**config.mk**
```make
export PLATFORM = sky130hd
export DESIGN_NAME = cv_tile_scheduler_flat
export DESIGN_NICKNAME = d
export VERILOG_FILES = /design/src/rtl/cv_tile_scheduler_if.sv /design/src/rtl/cv_tile_scheduler.sv /design/src/flat_wrapper.sv
export SDC_FILE = /design/constraint.sdc
export NUM_CORES = 1
export LEC_CHECK = 0
export CAP_MARGIN = 10
export CORE_MARGIN = 2
export CORE_UTILIZATION = 50
export DETAILED_ROUTE_END_ITERATION = 8
export GPL_TIMING_DRIVEN = 0
export PLACE_DENSITY = 0.81
export SETUP_SLACK_MARGIN = 0.1
export SLEW_MARGIN = 20
export SYNTH_ARGS = -nofsm -noshare
export SYNTH_HDL_FRONTEND = slang
export SYNTH_SLANG_ARGS = --single-unit
```
**constraint.sdc**
```tcl
create_clock -name clk -period 11.5 [get_ports clk]
set_input_delay 2.3 -clock clk [delete_from_list [all_inputs] [get_ports clk]]
set_output_delay 2.3 -clock clk [all_outputs]
set_load 0.01 [all_outputs]
```
**src/rtl/cv_tile_scheduler_if.sv**
```systemverilog
`default_nettype none
// ============================================================================
// cv_tile_scheduler_if : layer-controller + shared PE control bus bundle
// Revision 1.0
// ============================================================================
interface cv_tile_scheduler_if #(
  parameter int NUM_PE = 4
);
  logic              start;
  logic [12:0]       O_total;
  logic [12:0]       OT;
  logic [12:0]       I_ext;
  logic [12:0]       H_ext;
  logic [12:0]       W_ext;
  logic [NUM_PE-1:0] pe_idle;

  logic              busy;
  logic              done;
  logic [7:0]        id;
  logic              broadcast;
  logic              cfg;
  logic [12:0]       cfg_Iext, cfg_Oext, cfg_Hext, cfg_Wext;
  logic [12:0]       cfg_Iori, cfg_Oori, cfg_Hori, cfg_Wori;
  logic              load_weight;
  logic              load_input;
  logic              store_output;
  logic [12:0]       tile_idx;

  modport master (
    input  start, O_total, OT, I_ext, H_ext, W_ext, pe_idle,
    output busy, done, id, broadcast, cfg,
    output cfg_Iext, cfg_Oext, cfg_Hext, cfg_Wext,
    output cfg_Iori, cfg_Oori, cfg_Hori, cfg_Wori,
    output load_weight, load_input, store_output, tile_idx
  );

  modport slave (
    output start, O_total, OT, I_ext, H_ext, W_ext, pe_idle,
    input  busy, done, id, broadcast, cfg,
    input  cfg_Iext, cfg_Oext, cfg_Hext, cfg_Wext,
    input  cfg_Iori, cfg_Oori, cfg_Hori, cfg_Wori,
    input  load_weight, load_input, store_output, tile_idx
  );
endinterface
`default_nettype wire

```
**src/rtl/cv_tile_scheduler.sv**
```systemverilog
`default_nettype none
// ============================================================================
// cv_tile_scheduler : walks one conv layer over the PE bank, one O-tile a time
// Revision 1.0
// ============================================================================
module cv_tile_scheduler #(
  parameter int NUM_PE = 4
) (
  input  logic                clk,
  input  logic                rst,
  cv_tile_scheduler_if.master bus
);

  localparam logic [12:0] C_HOLD    = 13'h1000;
  localparam logic [7:0]  C_LAST_ID = 8'(NUM_PE - 1);

  typedef enum logic [3:0] {
    S_IDLE, S_BCAST, S_CFG, S_LW, S_LWW, S_LI, S_LIW, S_SO, S_SOW, S_NEXT, S_DONE
  } state_e;

  state_e      state_q;
  logic [12:0] o_total_q, ot_q, tile_idx_q;
  logic [13:0] oori_q;
  logic        guard_q, busy_q, done_q, bcast_q, cfg_q, lw_q, li_q, so_q;
  logic [7:0]  id_q;
  logic [12:0] iext_q, hext_q, wext_q, iori_q, hori_q, wori_q, oext_q, oori_o_q;

  logic [13:0]  oori_d;
  logic [12:0]  orem_d, oext_d, oext0_d;
  logic [255:0] idle_vec;
  logic         idle_sel;

  // Next-tile origin is kept 14 bits wide so the end-of-layer compare cannot wrap.
  always_comb begin
    oori_d   = oori_q + {1'b0, ot_q};
    orem_d   = o_total_q - oori_d[12:0];
    oext_d   = (orem_d < ot_q) ? orem_d : ot_q;
    oext0_d  = (o_total_q < ot_q) ? o_total_q : ot_q;
    idle_vec = 256'(bus.pe_idle);
    idle_sel = idle_vec[id_q];
  end

  always_ff @(posedge clk) begin
    if (rst) begin
      state_q    <= S_IDLE;
      o_total_q  <= '0;
      ot_q       <= '0;
      oori_q     <= '0;
      tile_idx_q <= '0;
      guard_q    <= 1'b0;
      busy_q     <= 1'b0;
      done_q     <= 1'b0;
      bcast_q    <= 1'b0;
      cfg_q      <= 1'b0;
      lw_q       <= 1'b0;
      li_q       <= 1'b0;
      so_q       <= 1'b0;
      id_q       <= '0;
      iext_q     <= '0;
      hext_q     <= '0;
      wext_q     <= '0;
      iori_q     <= '0;
      hori_q     <= '0;
      wori_q     <= '0;
      oext_q     <= '0;
      oori_o_q   <= '0;
    end else begin
      cfg_q   <= 1'b0;
      bcast_q <= 1'b0;
      lw_q    <= 1'b0;
      li_q    <= 1'b0;
      so_q    <= 1'b0;
      done_q  <= 1'b0;
      case (state_q)
        S_IDLE: begin
          if (bus.start) begin
            o_total_q  <= bus.O_total;
            ot_q       <= bus.OT;
            oori_q     <= '0;
            tile_idx_q <= '0;
            busy_q     <= 1'b1;
            if ((bus.O_total == '0) || (bus.OT == '0)) begin
              state_q <= S_DONE;
            end else begin
              state_q  <= S_BCAST;
              bcast_q  <= 1'b1;
              cfg_q    <= 1'b1;
              iext_q   <= bus.I_ext;
              hext_q   <= bus.H_ext;
              wext_q   <= bus.W_ext;
              iori_q   <= '0;
              hori_q   <= '0;
              wori_q   <= '0;
              oext_q   <= C_HOLD;
              oori_o_q <= C_HOLD;
            end
          end
        end
        S_BCAST: begin
          state_q  <= S_CFG;
          cfg_q    <= 1'b1;
          id_q     <= '0;
          iext_q   <= C_HOLD;
          hext_q   <= C_HOLD;
          wext_q   <= C_HOLD;
          iori_q   <= C_HOLD;
          hori_q   <= C_HOLD;
          wori_q   <= C_HOLD;
          oext_q   <= oext0_d;
          oori_o_q <= '0;
        end
        S_CFG: begin
          state_q <= S_LW;
          lw_q    <= 1'b1;
        end
        S_LW: begin
          state_q <= S_LWW;
          guard_q <= 1'b1;
        end
        // First wait cycle is a guard: the PE may not have dropped idle yet.
        S_LWW: begin
          if (guard_q) begin
            guard_q <= 1'b0;
          end else if (idle_sel) begin
            state_q <= S_LI;
            li_q    <= 1'b1;
          end
        end
        S_LI: begin
          state_q <= S_LIW;
          guard_q <= 1'b1;
        end
        S_LIW: begin
          if (guard_q) begin
            guard_q <= 1'b0;
          end else if (idle_sel) begin
            state_q <= S_SO;
            so_q    <= 1'b1;
          end
        end
        S_SO: begin
          state_q <= S_SOW;
          guard_q <= 1'b1;
        end
        S_SOW: begin
          if (guard_q) begin
            guard_q <= 1'b0;
          end else if (idle_sel) begin
            state_q <= S_NEXT;
          end
        end
        // The six non-O fields are already HOLD from the first per-PE config.
        S_NEXT: begin
          if (oori_d >= {1'b0, o_total_q}) begin
            state_q <= S_DONE;
          end else begin
            state_q    <= S_CFG;
            cfg_q      <= 1'b1;
            tile_idx_q <= tile_idx_q + 13'd1;
            oori_q     <= oori_d;
            id_q       <= (id_q == C_LAST_ID) ? 8'd0 : id_q + 8'd1;
            oext_q     <= oext_d;
            oori_o_q   <= oori_d[12:0];
          end
        end
        S_DONE: begin
          done_q  <= 1'b1;
          busy_q  <= 1'b0;
          state_q <= S_IDLE;
        end
        default: state_q <= S_IDLE;
      endcase
    end
  end

  assign bus.busy         = busy_q;
  assign bus.done         = done_q;
  assign bus.id           = id_q;
  assign bus.broadcast    = bcast_q;
  assign bus.cfg          = cfg_q;
  assign bus.cfg_Iext     = iext_q;
  assign bus.cfg_Hext     = hext_q;
  assign bus.cfg_Wext     = wext_q;
  assign bus.cfg_Oext     = oext_q;
  assign bus.cfg_Iori     = iori_q;
  assign bus.cfg_Hori     = hori_q;
  assign bus.cfg_Wori     = wori_q;
  assign bus.cfg_Oori     = oori_o_q;
  assign bus.load_weight  = lw_q;
  assign bus.load_input   = li_q;
  assign bus.store_output = so_q;
  assign bus.tile_idx     = tile_idx_q;

endmodule
`default_nettype wire

```
**src/flat_wrapper.sv**
```systemverilog
// flat-port wrapper written by rule: the top's interface ports become plain ports
module cv_tile_scheduler_flat 
#(
  parameter int NUM_PE = 4
)
  (clk, rst, bus_start, bus_O_total, bus_OT, bus_I_ext, bus_H_ext, bus_W_ext, bus_pe_idle, bus_busy, bus_done, bus_id, bus_broadcast, bus_cfg, bus_cfg_Iext, bus_cfg_Oext, bus_cfg_Hext, bus_cfg_Wext, bus_cfg_Iori, bus_cfg_Oori, bus_cfg_Hori, bus_cfg_Wori, bus_load_weight, bus_load_input, bus_store_output, bus_tile_idx);
  cv_tile_scheduler_if #(.NUM_PE(NUM_PE)) bus_i ();
  input  logic clk;
  input  logic rst;
  input wire logic [$bits(bus_i.start)-1:0] bus_start;
  input wire logic [$bits(bus_i.O_total)-1:0] bus_O_total;
  input wire logic [$bits(bus_i.OT)-1:0] bus_OT;
  input wire logic [$bits(bus_i.I_ext)-1:0] bus_I_ext;
  input wire logic [$bits(bus_i.H_ext)-1:0] bus_H_ext;
  input wire logic [$bits(bus_i.W_ext)-1:0] bus_W_ext;
  input wire logic [$bits(bus_i.pe_idle)-1:0] bus_pe_idle;
  output wire logic [$bits(bus_i.busy)-1:0] bus_busy;
  output wire logic [$bits(bus_i.done)-1:0] bus_done;
  output wire logic [$bits(bus_i.id)-1:0] bus_id;
  output wire logic [$bits(bus_i.broadcast)-1:0] bus_broadcast;
  output wire logic [$bits(bus_i.cfg)-1:0] bus_cfg;
  output wire logic [$bits(bus_i.cfg_Iext)-1:0] bus_cfg_Iext;
  output wire logic [$bits(bus_i.cfg_Oext)-1:0] bus_cfg_Oext;
  output wire logic [$bits(bus_i.cfg_Hext)-1:0] bus_cfg_Hext;
  output wire logic [$bits(bus_i.cfg_Wext)-1:0] bus_cfg_Wext;
  output wire logic [$bits(bus_i.cfg_Iori)-1:0] bus_cfg_Iori;
  output wire logic [$bits(bus_i.cfg_Oori)-1:0] bus_cfg_Oori;
  output wire logic [$bits(bus_i.cfg_Hori)-1:0] bus_cfg_Hori;
  output wire logic [$bits(bus_i.cfg_Wori)-1:0] bus_cfg_Wori;
  output wire logic [$bits(bus_i.load_weight)-1:0] bus_load_weight;
  output wire logic [$bits(bus_i.load_input)-1:0] bus_load_input;
  output wire logic [$bits(bus_i.store_output)-1:0] bus_store_output;
  output wire logic [$bits(bus_i.tile_idx)-1:0] bus_tile_idx;
  assign bus_i.start = bus_start;
  assign bus_i.O_total = bus_O_total;
  assign bus_i.OT = bus_OT;
  assign bus_i.I_ext = bus_I_ext;
  assign bus_i.H_ext = bus_H_ext;
  assign bus_i.W_ext = bus_W_ext;
  assign bus_i.pe_idle = bus_pe_idle;
  assign bus_busy = bus_i.busy;
  assign bus_done = bus_i.done;
  assign bus_id = bus_i.id;
  assign bus_broadcast = bus_i.broadcast;
  assign bus_cfg = bus_i.cfg;
  assign bus_cfg_Iext = bus_i.cfg_Iext;
  assign bus_cfg_Oext = bus_i.cfg_Oext;
  assign bus_cfg_Hext = bus_i.cfg_Hext;
  assign bus_cfg_Wext = bus_i.cfg_Wext;
  assign bus_cfg_Iori = bus_i.cfg_Iori;
  assign bus_cfg_Oori = bus_i.cfg_Oori;
  assign bus_cfg_Hori = bus_i.cfg_Hori;
  assign bus_cfg_Wori = bus_i.cfg_Wori;
  assign bus_load_weight = bus_i.load_weight;
  assign bus_load_input = bus_i.load_input;
  assign bus_store_output = bus_i.store_output;
  assign bus_tile_idx = bus_i.tile_idx;
  cv_tile_scheduler #(.NUM_PE(NUM_PE)) u_core (.clk(clk), .rst(rst), .bus(bus_i));
endmodule
```
==> metrics.txt <==
Syn Area/Cell approximately 8.4 um^2; clock tree from TritonCTS yes; Max H-tree Level 4; fmax 156.2 MHz; worst skew pair latency 0.44 ns; static leakage about 4.3 nW; non-filler cells, final 1408; yosys warns 0; post-route cell area approximately 11000 um^2; PortBufs 167; Hold Path Class flop to flop; Synth Cell Area roughly 8000 um^2; Clk pin slew, worst setup/hold paths 0.06 ns; vias per inst 5.524; Initial Util 50.81%; final hold vios 0; largest net degree at the start of global routing 17; DR iter-0 viols 691; root buffer cell clkbuf_16; Netlist cell types 79; worst slew pin tran 1.021 ns; Core Footprint 15770 um^2; Worst Hold Slack roughly 0.46 ns; DIE AREA 17050 um^2; via count between 7000 and 8000; layout overhead on the synthesized area 32.70%; Final min period 6.404 ns; antenna cells 0; grt ovf 0; Comb power frac 31.5%; DIE HEIGHT 130.6 um; share of layout cells above drive strength 1 under 10%; Worst Setup Start Kind flop; Pint 0.9995 mW; pwr/cell area about 140 nW/um^2; WL final roughly 24000 um; Max Cap Viol 0; # IOs 204; Critical Path RT 11.86 ns; Synth Flop Type dfxtp_1; Max-slew headroom 31.71%; CTS Sinks around 140; RSZ-0062 raised after global routing false; NetSw 0.5279 mW; kind of critical path flop to flop; hold-fix buffers at CTS 0; final net count 1312; drt pass-1 iters 5; initial antenna violation count 0; sequential power share 35.0%; vias in the first global route 7009; die width 130.6 um; Max Slew Vio Count 0; final setup skew 0.009142 ns; Site Rows 46; DP Area 10090 um^2; Synth async-reset ratio 0%; post-cts sizing count 0; Synth Register Bits about 140; RD Place Congestion between 0.9 and 1; total CTS buffers 17; final setup violation count 0; status finished, final reports clean; Routed Antenna Nets 0; Sw Share between 30 and 40%; DR DRC count 0; Post-synth EDFFs 0; Placed Instances 1376; final cycle utilization of the critical path between 50% and 60%; Clock power frac 33.5%; Max FO, Critical Path 10; first-pass GRT wire length 36460 um; CTS max path bufs 2; sequential area share after synthesis 34.73%; Syn Inst Count roughly 960; total power 1.527 mW; Worst EP arrival 6.76 ns; Post-CTS Setup Inserts 0; WL per Instance between 15 and 20 um; hpwl dp 18560 um; GRT Util Overall 27.62%; CP endpoint kind flop; setup TNS 0 ns; VDD IR max 116.5 uV
## layer usage
metal	global-route usage [%]	up-vias	share of wire (%)
li1	-	3818	-
met1	38.35	3564	44
met2	42.00	339	45
met3	6.107	57	8.5
met4	10.70	0	2.8
met5	0	-	0
## synthesized netlist by cell type (all sizes together), types with 9 or more instances
master / number / area share (%)
o2111ai: 11 / 1.3
nor3: 14 / 1.0
xnor2: 13 / 1.4
clkbuf: 35 / 1.6
xor2: 14 / 1.5
mux2i: 16 / 2.0
and3: 11 / 0.86
nand2: 129 / 6.0
nand4: 13 / 1.0
o21ai: 30 / 2.1
dfxtp: 139 / 35
o211ai: 9 / 0.84
a22o: 36 / 3.9
nor2: 63 / 3.1
inv: 43 / 2.0
nand2b: 9 / 0.70
ha: 59 / 9.2
buf: 55 / 4.7
nand3: 37 / 2.3
a21oi: 96 / 6.0
a21o: 10 / 0.94
## per-stage QoR
step	worst slack, ns	util [%]
after floorplan	6.327	-
after global placement	5.319	63.96
after detailed placement	5.258	63.96
after CTS	5.214	67.42
after global routing	4.745	67.42
final	5.096	67.42
## critical path, stage by stage, from the launching register on
cell,delay (ns)
dfxtp_1,0.37
ha_1,0.23
fa_1,0.44
a211oi_1,0.38
o21ai_1,0.14
xnor2_1,0.27
inv_1,0.08
ha_1,0.27
clkbuf_1,0.24
nand3_1,0.11
mux2_2,0.31
and3_1,0.20
o211ai_1,0.32
a21oi_1,0.14
xnor2_1,0.14
ha_1,0.29
a2111oi_0,0.73
o21ai_0,0.19
a211oi_1,0.33
a211oi_2,0.25
buf_2,0.28
mux2i_1,0.15
o22ai_1,0.23
nand2_1,0.09
a21oi_1,0.17
## sequential cells by signal, indices dropped and copies added (netlist names), 4 cells and up
register             flops
u_core.oori_q           14
u_core.bus.cfg_Hext     13
u_core.bus.cfg_Iext     13
u_core.bus.cfg_Oext     13
u_core.bus.cfg_Oori     13
u_core.bus.cfg_Wext     13
u_core.bus.tile_idx     13
u_core.o_total_q        13
u_core.ot_q             13
u_core.bus.id            8
u_core.state_q           4
## logic make-up (layout without fill, tap and decap cells)
family | count (synthesis) | count (layout) | share of synthesized area [%]
XOR/XNOR | 27 | 27 | 2.951
buffers and inverters | 134 | 333 | 8.370
AND/OR/NAND/NOR | 316 | 316 | 18.66
multiplexers | 21 | 21 | 2.842
AO/OA/AOI/OAI | 259 | 259 | 22.69
adder cells (fa/ha/maj) | 61 | 61 | 9.713
other | 1 | 36 | 0.04680
flip-flops | 139 | 139 | 34.73
## placed cells by master (no fill, tap or decap), types with 9 or more instances in the layout
master | netlist | final
a21o_1 | 10 | 10
buf_2 | 11 | 11
ha_1 | 59 | 59
xor2_1 | 14 | 14
xnor2_1 | 13 | 13
clkbuf_1 | 35 | 36
nand2_1 | 129 | 129
o21ai_0 | 25 | 25
clkdlybuf4s50_1 | 0 | 167
o211ai_1 | 9 | 9
a21oi_1 | 95 | 95
nand3_1 | 37 | 37
a22o_1 | 36 | 36
o2111ai_1 | 10 | 10
buf_4 | 39 | 39
nand2b_1 | 9 | 9
nor2_1 | 61 | 61
nand4_1 | 13 | 13
clkbuf_16 | 0 | 17
dfxtp_1 | 139 | 139
mux2i_1 | 16 | 16
nor3_1 | 13 | 13
and3_1 | 11 | 11
conb_1 | 1 | 36
inv_1 | 42 | 42
## area by class of cell
| cell class | instances | area (um^2) |
|---|---|---|
| Buffer | 90 | 505.5 |
| Clock buffer | 20 | 456.7 |
| Timing Repair Buffer | 167 | 1672 |
| Tap cell | 216 | 270.3 |
| Clock inverter | 12 | 90.09 |
| Sequential cell | 139 | 2783 |
| Inverter | 44 | 165.2 |
| Multi-Input combinational cell | 720 | 4691 |
| Fill cell | 1320 | 5137 |
## power by group through the flow
| stage | Clock [mW] | Sequential [mW] | Combinational, mW |
|---|---|---|---|
| after floorplan | 0 | 0.546 | 0.304 |
| after global placement | 0 | 0.543 | 0.461 |
| final | 0.512 | 0.535 | 0.481 |
| after CTS | 0.513 | 0.534 | 0.471 |
| after detailed placement | 0 | 0.544 | 0.469 |
| after global routing | 0.533 | 0.537 | 0.522 |
## worst paths after layout
path | start | endpoint | slack, ns | cells after the start
worst max-delay path | u_core.ot_q[0] | u_core.bus.cfg_Oext[4] | 5.10 | 24
worst min-delay path | u_core.bus.cfg_Oori[8] | u_core.bus.cfg_Oori[8] | 0.46 | 2
worst max register to register | u_core.ot_q[0] | u_core.bus.cfg_Oext[4] | 5.10 | 24
worst min register to register | u_core.bus.cfg_Oori[8] | u_core.bus.cfg_Oori[8] | 0.46 | 2
(Power assumes the default switching activity.)
